**config.mk**
```make
export PLATFORM = sky130hd
export DESIGN_NAME = ro_puf_ctrl
export DESIGN_NICKNAME = d
export VERILOG_FILES = /design/src/rtl/ro_puf_ctrl.sv
export SDC_FILE = /design/constraint.sdc
export NUM_CORES = 1
export LEC_CHECK = 0
export BUFFER_PORTS_ARGS = -buffer_cell sky130_fd_sc_hd__buf_2
export CELL_PAD_IN_SITES_DETAIL_PLACEMENT = 1
export CELL_PAD_IN_SITES_GLOBAL_PLACEMENT = 1
export CORE_MARGIN = 2
export CORE_UTILIZATION = 39
export DETAILED_ROUTE_END_ITERATION = 8
export GPL_TIMING_DRIVEN = 0
export PLACE_DENSITY = 0.75
export SLEW_MARGIN = 20
export SYNTH_ARGS = -nofsm -noshare
export SYNTH_HDL_FRONTEND = slang
export SYNTH_SLANG_ARGS = --single-unit
```
**constraint.sdc**
```tcl
create_clock -name clk_i -period 2.1 [get_ports clk_i]
set_input_delay 0.315 -clock clk_i [delete_from_list [all_inputs] [get_ports clk_i]]
set_output_delay 0.315 -clock clk_i [all_outputs]
set_load 0.02 [all_outputs]
```
**src/rtl/ro_puf_ctrl.sv**
```systemverilog
// ro_puf_ctrl: challenge/response sequencer for a ring-oscillator PUF array.
//
// Purpose: a challenge selects two ring oscillators (sel_a, sel_b). Only those two are
// enabled. They run for SETTLE cycles so the synchronizers can flush. Their rising
// edges are then counted for WINDOW cycles. The two counts are compared to produce
// one response bit.
//
// Ports:
//   clk_i        system clock
//   rst_i        synchronous reset, active-high
//   start_i      request an evaluation (sampled only while idle)
//   challenge_i  {sel_a, sel_b}, SEL_W bits each
//   ro_in_i      raw asynchronous oscillator outputs
//   ro_en_o      per-oscillator enable (the selected pair while running)
//   busy_o       high in every state except IDLE
//   done_o       one-cycle pulse: results below are valid
//   response_o   count_a > count_b
//   tie_o        count_a == count_b
//   overflow_o   a counter saturated during the window
//   err_o        sel_a == sel_b, no measurement performed
//   count_a_o    final edge count of oscillator sel_a
//   count_b_o    final edge count of oscillator sel_b
module ro_puf_ctrl #(
  parameter int NUM_RO = 16,
  parameter int SEL_W  = 4,
  parameter int CNT_W  = 16,
  parameter int WINDOW = 1024,
  parameter int SETTLE = 8
) (
  input  logic                 clk_i,
  input  logic                 rst_i,
  input  logic                 start_i,
  input  logic [2*SEL_W-1:0]   challenge_i,
  input  logic [NUM_RO-1:0]    ro_in_i,
  output logic [NUM_RO-1:0]    ro_en_o,
  output logic                 busy_o,
  output logic                 done_o,
  output logic                 response_o,
  output logic                 tie_o,
  output logic                 overflow_o,
  output logic                 err_o,
  output logic [CNT_W-1:0]     count_a_o,
  output logic [CNT_W-1:0]     count_b_o
);

  localparam logic [2:0] S_IDLE    = 3'd0;
  localparam logic [2:0] S_SETTLE  = 3'd1;
  localparam logic [2:0] S_MEASURE = 3'd2;
  localparam logic [2:0] S_COMPARE = 3'd3;
  localparam logic [2:0] S_DONE    = 3'd4;

  localparam int TMR_MAX = (WINDOW > SETTLE) ? WINDOW : SETTLE;
  localparam int TMR_W   = $clog2(TMR_MAX + 1);
  localparam logic [TMR_W-1:0] SETTLE_LAST = TMR_W'(SETTLE - 1);
  localparam logic [TMR_W-1:0] WINDOW_LAST = TMR_W'(WINDOW - 1);

  // Saturating increment. The MSB of the result flags an edge that was lost
  // because the counter was already at its maximum.
  function automatic logic [CNT_W:0] sat_inc(input logic [CNT_W-1:0] c, input logic hit);
    if (!hit)
      return {1'b0, c};
    if (&c)
      return {1'b1, c};
    return {1'b0, c + CNT_W'(1)};
  endfunction

  logic [2:0]        state_q, state_d;
  logic [TMR_W-1:0]  timer_q, timer_d;
  logic [SEL_W-1:0]  sel_a_q, sel_a_d, sel_b_q, sel_b_d;
  logic [CNT_W-1:0]  cnt_a_q, cnt_a_d, cnt_b_q, cnt_b_d;
  logic              ovf_q, ovf_d;
  logic              resp_q, resp_d, tie_q, tie_d, ovf_out_q, ovf_out_d, err_q, err_d;
  logic [CNT_W-1:0]  cnt_a_out_q, cnt_a_out_d, cnt_b_out_q, cnt_b_out_d;

  logic [NUM_RO-1:0] ro_sync_p0_q, ro_sync_p1_q, ro_prev_p2_q;
  logic [NUM_RO-1:0] rise;
  logic [CNT_W:0]    inc_a, inc_b;

  // Stage p0/p1: two-flop synchronizer; stage p2: previous value for edge detection
  assign rise  = ro_sync_p1_q & ~ro_prev_p2_q;
  assign inc_a = sat_inc(cnt_a_q, rise[sel_a_q]);
  assign inc_b = sat_inc(cnt_b_q, rise[sel_b_q]);

  always_comb begin
    state_d     = state_q;
    timer_d     = timer_q;
    sel_a_d     = sel_a_q;
    sel_b_d     = sel_b_q;
    cnt_a_d     = cnt_a_q;
    cnt_b_d     = cnt_b_q;
    ovf_d       = ovf_q;
    resp_d      = resp_q;
    tie_d       = tie_q;
    ovf_out_d   = ovf_out_q;
    err_d       = err_q;
    cnt_a_out_d = cnt_a_out_q;
    cnt_b_out_d = cnt_b_out_q;
    case (state_q)
      S_IDLE: begin
        if (start_i) begin
          sel_a_d     = challenge_i[2*SEL_W-1:SEL_W];
          sel_b_d     = challenge_i[SEL_W-1:0];
          cnt_a_d     = '0;
          cnt_b_d     = '0;
          ovf_d       = 1'b0;
          timer_d     = '0;
          resp_d      = 1'b0;
          tie_d       = 1'b0;
          ovf_out_d   = 1'b0;
          cnt_a_out_d = '0;
          cnt_b_out_d = '0;
          if (challenge_i[2*SEL_W-1:SEL_W] == challenge_i[SEL_W-1:0]) begin
            err_d   = 1'b1;
            state_d = S_DONE;
          end else begin
            err_d   = 1'b0;
            state_d = S_SETTLE;
          end
        end
      end
      S_SETTLE: begin
        if (timer_q == SETTLE_LAST) begin
          timer_d = '0;
          state_d = S_MEASURE;
        end else begin
          timer_d = timer_q + TMR_W'(1);
        end
      end
      S_MEASURE: begin
        cnt_a_d = inc_a[CNT_W-1:0];
        cnt_b_d = inc_b[CNT_W-1:0];
        // Overflow is sticky for the whole window once any edge is lost.
        ovf_d   = ovf_q | inc_a[CNT_W] | inc_b[CNT_W];
        if (timer_q == WINDOW_LAST) begin
          timer_d = '0;
          state_d = S_COMPARE;
        end else begin
          timer_d = timer_q + TMR_W'(1);
        end
      end
      S_COMPARE: begin
        resp_d      = cnt_a_q > cnt_b_q;
        tie_d       = cnt_a_q == cnt_b_q;
        ovf_out_d   = ovf_q;
        cnt_a_out_d = cnt_a_q;
        cnt_b_out_d = cnt_b_q;
        state_d     = S_DONE;
      end
      S_DONE: begin
        state_d = S_IDLE;
      end
      default: begin
        state_d = S_IDLE;
      end
    endcase
  end

  always_ff @(posedge clk_i) begin
    if (rst_i) begin
      state_q      <= S_IDLE;
      timer_q      <= '0;
      sel_a_q      <= '0;
      sel_b_q      <= '0;
      cnt_a_q      <= '0;
      cnt_b_q      <= '0;
      ovf_q        <= 1'b0;
      resp_q       <= 1'b0;
      tie_q        <= 1'b0;
      ovf_out_q    <= 1'b0;
      err_q        <= 1'b0;
      cnt_a_out_q  <= '0;
      cnt_b_out_q  <= '0;
      ro_sync_p0_q <= '0;
      ro_sync_p1_q <= '0;
      ro_prev_p2_q <= '0;
    end else begin
      state_q      <= state_d;
      timer_q      <= timer_d;
      sel_a_q      <= sel_a_d;
      sel_b_q      <= sel_b_d;
      cnt_a_q      <= cnt_a_d;
      cnt_b_q      <= cnt_b_d;
      ovf_q        <= ovf_d;
      resp_q       <= resp_d;
      tie_q        <= tie_d;
      ovf_out_q    <= ovf_out_d;
      err_q        <= err_d;
      cnt_a_out_q  <= cnt_a_out_d;
      cnt_b_out_q  <= cnt_b_out_d;
      ro_sync_p0_q <= ro_in_i;
      ro_sync_p1_q <= ro_sync_p0_q;
      ro_prev_p2_q <= ro_sync_p1_q;
    end
  end

  // Enables are decoded from state so they can only be high in SETTLE/MEASURE,
  // and only the two latched lanes can be set.
  always_comb begin
    ro_en_o = '0;
    if (state_q == S_SETTLE || state_q == S_MEASURE) begin
      ro_en_o[sel_a_q] = 1'b1;
      ro_en_o[sel_b_q] = 1'b1;
    end
  end

  assign busy_o     = state_q != S_IDLE;
  assign done_o     = state_q == S_DONE;
  assign response_o = resp_q;
  assign tie_o      = tie_q;
  assign overflow_o = ovf_out_q;
  assign err_o      = err_q;
  assign count_a_o  = cnt_a_out_q;
  assign count_b_o  = cnt_b_out_q;

endmodule

```
=== Word level (Yosys, flattened, before mapping) ===
Index checks and enable logic that the tools add are counted.

* Bitwise gates (word level): 5
* Equal/unequal tests: 13
* Multiplexer cells: 41
* Magnitude comparators: 5
* Add/subtract/negate cells: 3
* Reductions and logical operators: 17

{| class="wikitable"
|+ Operators by type and width
! cell !! number
|-
| 17-bit two-way mux || 8
|-
| 16-bit one-hot mux with 2 select lines || 4
|-
| 11-bit two-way mux || 3
|-
| 11-bit one-hot mux with 3 select lines || 1
|-
| 16-bit by 1-bit adder with 16-bit output (second input constant) || 2
|-
| 16-bit two-way mux || 2
|-
| 16-bit AND reduction || 2
|-
| 16-bit AND || 1
|-
| 16-bit == test || 1
|-
| 16-bit greater-than comparator || 1
|-
| 16-bit inverter || 1
|-
| 16-bit bitwise OR || 1
|-
| 3-bit two-way mux || 4
|-
| 3-bit one-hot mux with 4 select lines || 1
|-
| 11-bit by 1-bit adder with 11-bit output (second input constant) || 1
|-
| 11-bit by 10-bit == test with 1-bit output (second input constant) || 1
|-
| 11-bit by 3-bit == test with 1-bit output (second input constant) || 1
|-
| 4-bit by 5-bit < comparator with 1-bit output (second input constant) || 2
|-
| 1-bit two-way mux || 10
|-
| 3-bit AND reduction || 3
|-
| 1-bit binary-select mux with 4-bit select || 2
|-
| 1-bit demux with 4-bit select || 2
|-
| 4-bit by 1-bit greater-or-equal comparator with 1-bit output (second input constant) || 2
|-
| 4-bit != test (second input constant) || 2
|-
| 13 further kinds || 26
|}

* Output and inout port bits: 54
* Input port bits: 27
* Word-level logic and storage cells: 100
* Register bits: 139

=== Longest topological paths before layout ===
* Word-level depth: 11
* Gate-level depth with buffers: 9
* Depth with buffers taken out: 8

=== Worst setup path after synthesis ===
Ideal clock, no wire load.

* Kind: flip-flop to flip-flop
* From: reg sel_b_q[0]
* To: reg cnt_b_q[15]
* Period minus slack after synthesis: 2,187 ps
* Library setup time: 70 ps
* Buffers on the path: 1
* Data arrival time: 2,117 ps
* Cell stages (with the launch flop): 6
* Slack: -87 ps
* Data required time: 2,030 ps
* Cell sequence: dfxtp_1 > clkbuf_1 > mux4_2 > a211o_1 > or4_1 > a21oi_1

* Longest elaborated chain between the ends: 4
* Elaborated cells on any way between the ends: 6
* Those cells by class: eq/ne (1); mux (4); reduce/logical (1)

{| class="wikitable"
|+ RTL lines
! what !! line !! RTL
|-
| from (decl) || 69 || <nowiki>logic [SEL_W-1:0] sel_a_q, sel_a_d, sel_b_q, sel_b_d;</nowiki>
|-
| from (signal assigned) || 180 || <nowiki>sel_b_q <= sel_b_d;</nowiki>
|-
| 1-bit binary-select mux with 4-bit select (*) || 82 || <nowiki>assign inc_b = sat_inc(cnt_b_q, rise[sel_b_q]);</nowiki>
|-
| 1-bit two-way mux (implied by the code) (*) || 82 ||
|-
| 4-bit != test (no line) or 17-bit two-way mux (tied branches) || -- ||
|-
| 3-bit AND reduction (no line) or 16-bit one-hot mux with 2 select lines (tied branches) || -- ||
|-
| to (signal assigned) || 182 || <nowiki>cnt_b_q <= cnt_b_d;</nowiki>
|-
| to (decl) || 70 || <nowiki>logic [CNT_W-1:0] cnt_a_q, cnt_a_d, cnt_b_q, cnt_b_d;</nowiki>
|}

Every way passes the cells marked *; elsewhere a longest branch is shown, timed or not. The select of a mux whose other input is x is not followed.
A chain may end at the register's enable or synchronous reset.

=== Worst setup path in the final report ===
* From: reg sel_a_q[0]
* To: reg cnt_a_q[9]

* Longest elaborated chain between the ends: 4
* Elaborated cells on any way between the ends: 6
* Those cells by class: eq/ne (1); mux (4); reduce/logical (1)

{| class="wikitable"
|+ RTL lines
! what !! line !! RTL
|-
| from (decl) || 69 ||
|-
| from (signal assigned) || 179 || <nowiki>sel_a_q <= sel_a_d;</nowiki>
|-
| 1-bit binary-select mux with 4-bit select (*) || 81 || <nowiki>assign inc_a = sat_inc(cnt_a_q, rise[sel_a_q]);</nowiki>
|-
| 1-bit two-way mux (implied by the code) (*) || 81 ||
|-
| 4-bit != test (no line) or 17-bit two-way mux (tied branches) || -- ||
|-
| 3-bit AND reduction (no line) or 16-bit one-hot mux with 2 select lines (tied branches) || -- ||
|-
| to (signal assigned) || 181 || <nowiki>cnt_a_q <= cnt_a_d;</nowiki>
|-
| to (decl) || 70 ||
|}

Marks and branches as above.

==> impl_metrics.ini <==
[critical_path]
cp.required_ps = 2440
crit_path_max_incr_delay_ps = 420
cpMostUsedCell = buf_6
critPathKind = flop to flop
start_kind = flop
r2r_start = sel_a_q[0]
path_cells = buf_6 -> or3b_1 -> a21oi_2 -> o32ai_4 -> or3_4 -> buf_6 -> or3_1 -> a31oi_1
reg2reg_to = cnt_a_q[9]
reg2regPathDepth = 8
arrival_ps = 2630
cp_slowest_cell = or3_4
endpoint_kind = flop
r2r_slack_ps = -190
path_max_fanout = 5

[yosys]
ys_types = 65
syn_nets = 820
synth_compound_area_share_pct = 16.5
synthTopCellsByArea = dfxtp_1, nor2b_1, a21oi_1, nand2_1, nand3_1
syn_area_um2 = 6470
synthMuxAreaShare_pct = 1.08
synth_fa_ha_area_share_pct = 3.67
syn_area_per_cell_um2 = 8.36
synth_edf_count = 0
synthFlopType = dfxtp_1
synthXorXnorAreaFrac_pct = 2.44
yosysTopAreaCell = dfxtp_1
synth.top_cell.area_share_pct = 43.0
synth_top_family_by_area = simple AND/OR/NAND/NOR gates
ys_seq_elements = 139
yosys_warnings = 0
synth-seq-area-share_pct = 43.0
synthCells = 774
synth_simple_gate_area_share_pct = 28.9
synthArstFlopShare_pct = 0

[cts]
numCtsBuffers = 17
cts_tree = yes
clkLatencyLatePin_ps = 430
clockBufferDepth = 2
hold_buffers = 0
clk_pin_slew_ps = 60
cts_sinks = 139
clockRootBuffer = clkbuf_16
htreeDepth = 4

[timing]
slew_headroom_pct = 50.8
slew_viol_final = 0
period_share_pct = 109
worstMarginPinSlew_ps = 738
tns_ps = -1740
fin_ws_ps = -187
hold_viol = 0
period_needed_ps = 2290
setup_viol = 18
max_freq_mhz = 437
grt_setup_unrepaired = yes
hold_slack_ps = 97.8
clock-skew-final_ps = 12.4

[power_and_ir_drop]
powerDensity_nw_per_um2 = 829
power_mw = 7.19
leakagePower_nw = 3.27
vdd_drop_max_v = 0.000597

[global_route]
grt_pass1_vias = 6296
grt_pass1_wl_mm = 33.9
antenna_found_initial = 0
grt_max_degree = 17
grt_usage_pct = 24.4
overflow = 0

[detailed_routing]
dr.pass1.iters = 5
viasPerCell = 5.69
wl_met2_mm = 11.0
met3RoutedLength_mm = 1.11
drc = 0
vias = 6494
top_layer = met4
wl_mm = 22.8
drt-wirelength-per-cell_um = 20.0
drtIter0Drc = 489
wl_met1_mm = 10.1
ant_nets = 0

[flow_run]
maxCapViolCount = 0

[placement]
portBuffers = 80
dp_hpwl_mm = 13.9
place_ws_ps = -780
routabilityCongestion = 0.815

[hold_path]
holdPathEnd = ro_sync_p0_q[0]
min_path_cells = 2
min_path_type = input port to flop
hold_start = ro_in_i[0]

[final_layout]
insertedDiodeCount = 0
drive_gt1_share_pct = 27.9
area_delta_synth_final_pct = 34.1
final_nets = 954
layout_common_cells = dfxtp_1, nand2_1, buf_2
layout_commonest_cell = dfxtp_1
post-route-util_pct = 52.9

[run_status]
status = complete, but fails checks
violations = setup timing

[floorplanning]
die_area_um2 = 17600
rows = 47
fp.dieH_um = 133
initial_core_util_pct = 39.5
die_w_um = 133
core-area_um2 = 16400
io_pins = 81
-- synth_stat cells, drive strengths merged (6+ instances only) --
cell and instances:
a21oi 67, a31oi 20, and3 7, buf 12
clkbuf 32, dfxtp 139, ha 19, inv 26
nand2 85, nand2b 15, nand3 57, nand3b 6
nand4 14, nor2 50, nor2b 59, nor3 18
nor4 12, o211ai 8, o21ai 14, o22a 9
or3 6, xnor2 8, xor2 10
-- sequential cells by signal (all words and copies together) (netlist names) --
register	cells
overflow_o	1
tie_o	1
state_q	3
count_a_o	16
timer_q	11
sel_a_q	4
ovf_q	1
cnt_a_q	16
sel_b_q	4
ro_prev_p2_q	16
cnt_b_q	16
ro_sync_p0_q	16
ro_sync_p1_q	16
err_o	1
response_o	1
count_b_o	16
-- through the flow --
step	cells	instance area (µm²)
2_1_floorplan	774	6480
3_3_place_gp	1074	7160
3_5_place_dp	1074	7160
4_1_cts	1128	8330
5_1_grt	1141	8680
6_report	1141	8680
-- per-layer routing --
metal	vias up	track usage [%]
met3	58	5.25
met2	225	40.5
met4	0	8.00
met1	3178	31.5
met5	-	0
li1	3033	-
-- how the worst max path moves through the flow --
stage / startpoint / endpoint / slack (ps) / depth (start not counted)
2_1_floorplan: sel_a_q[1] / cnt_a_q[14] / -60 / 8
3_3_place_gp: cnt_a_q[1] / cnt_a_q[6] / -730 / 8
3_5_place_dp: cnt_a_q[1] / cnt_a_q[9] / -780 / 8
4_1_cts: sel_a_q[0] / cnt_a_q[6] / -130 / 8
5_1_grt: sel_a_q[1] / cnt_a_q[12] / -260 / 9
6_report: sel_a_q[0] / cnt_a_q[9] / -190 / 8
-- layout make-up --
class	instances	area, µm²
Sequential cell	139	2830
Timing Repair Buffer	121	771
Tap cell	220	275
Multi-Input combinational cell	564	3870
Buffer	38	224
Clock buffer	17	425
Fill cell	1932	7730
Inverter	27	103
Clock inverter	15	176
-- timing repair --
item / in CTS / in global routing
gates resized for setup: 89 / 74
pin swaps: 31 / 28
setup buffers: 25 / 13
endpoints found under the setup margin: 79 / 66
gates cloned: 3 / 0
-- power breakdown --
group          leakage [nW]  switching, mW  internal, mW
combinational          1.83          0.774         0.497
sequential             1.14          0.106          2.72
clock                 0.295           1.30          1.80
total                  3.27           2.18          5.01
-- cells by family after synthesis --
kind of cell | Yosys count
flops | 139
buf+inv | 71
fa+ha+maj | 19
xor+xnor | 18
compound gates | 166
simple gates | 357
mux | 4
-- worst max-delay path, delay by kind of cell (launching register included) --
kind                   cells  cell delay (ps)
and+or+nand+nor            3             1090
AOI/OAI and AO/OA          3              510
DFF                        1              330
buffers and inverters      2              280
No activity file was read; power rests on OpenSTA's default activity.
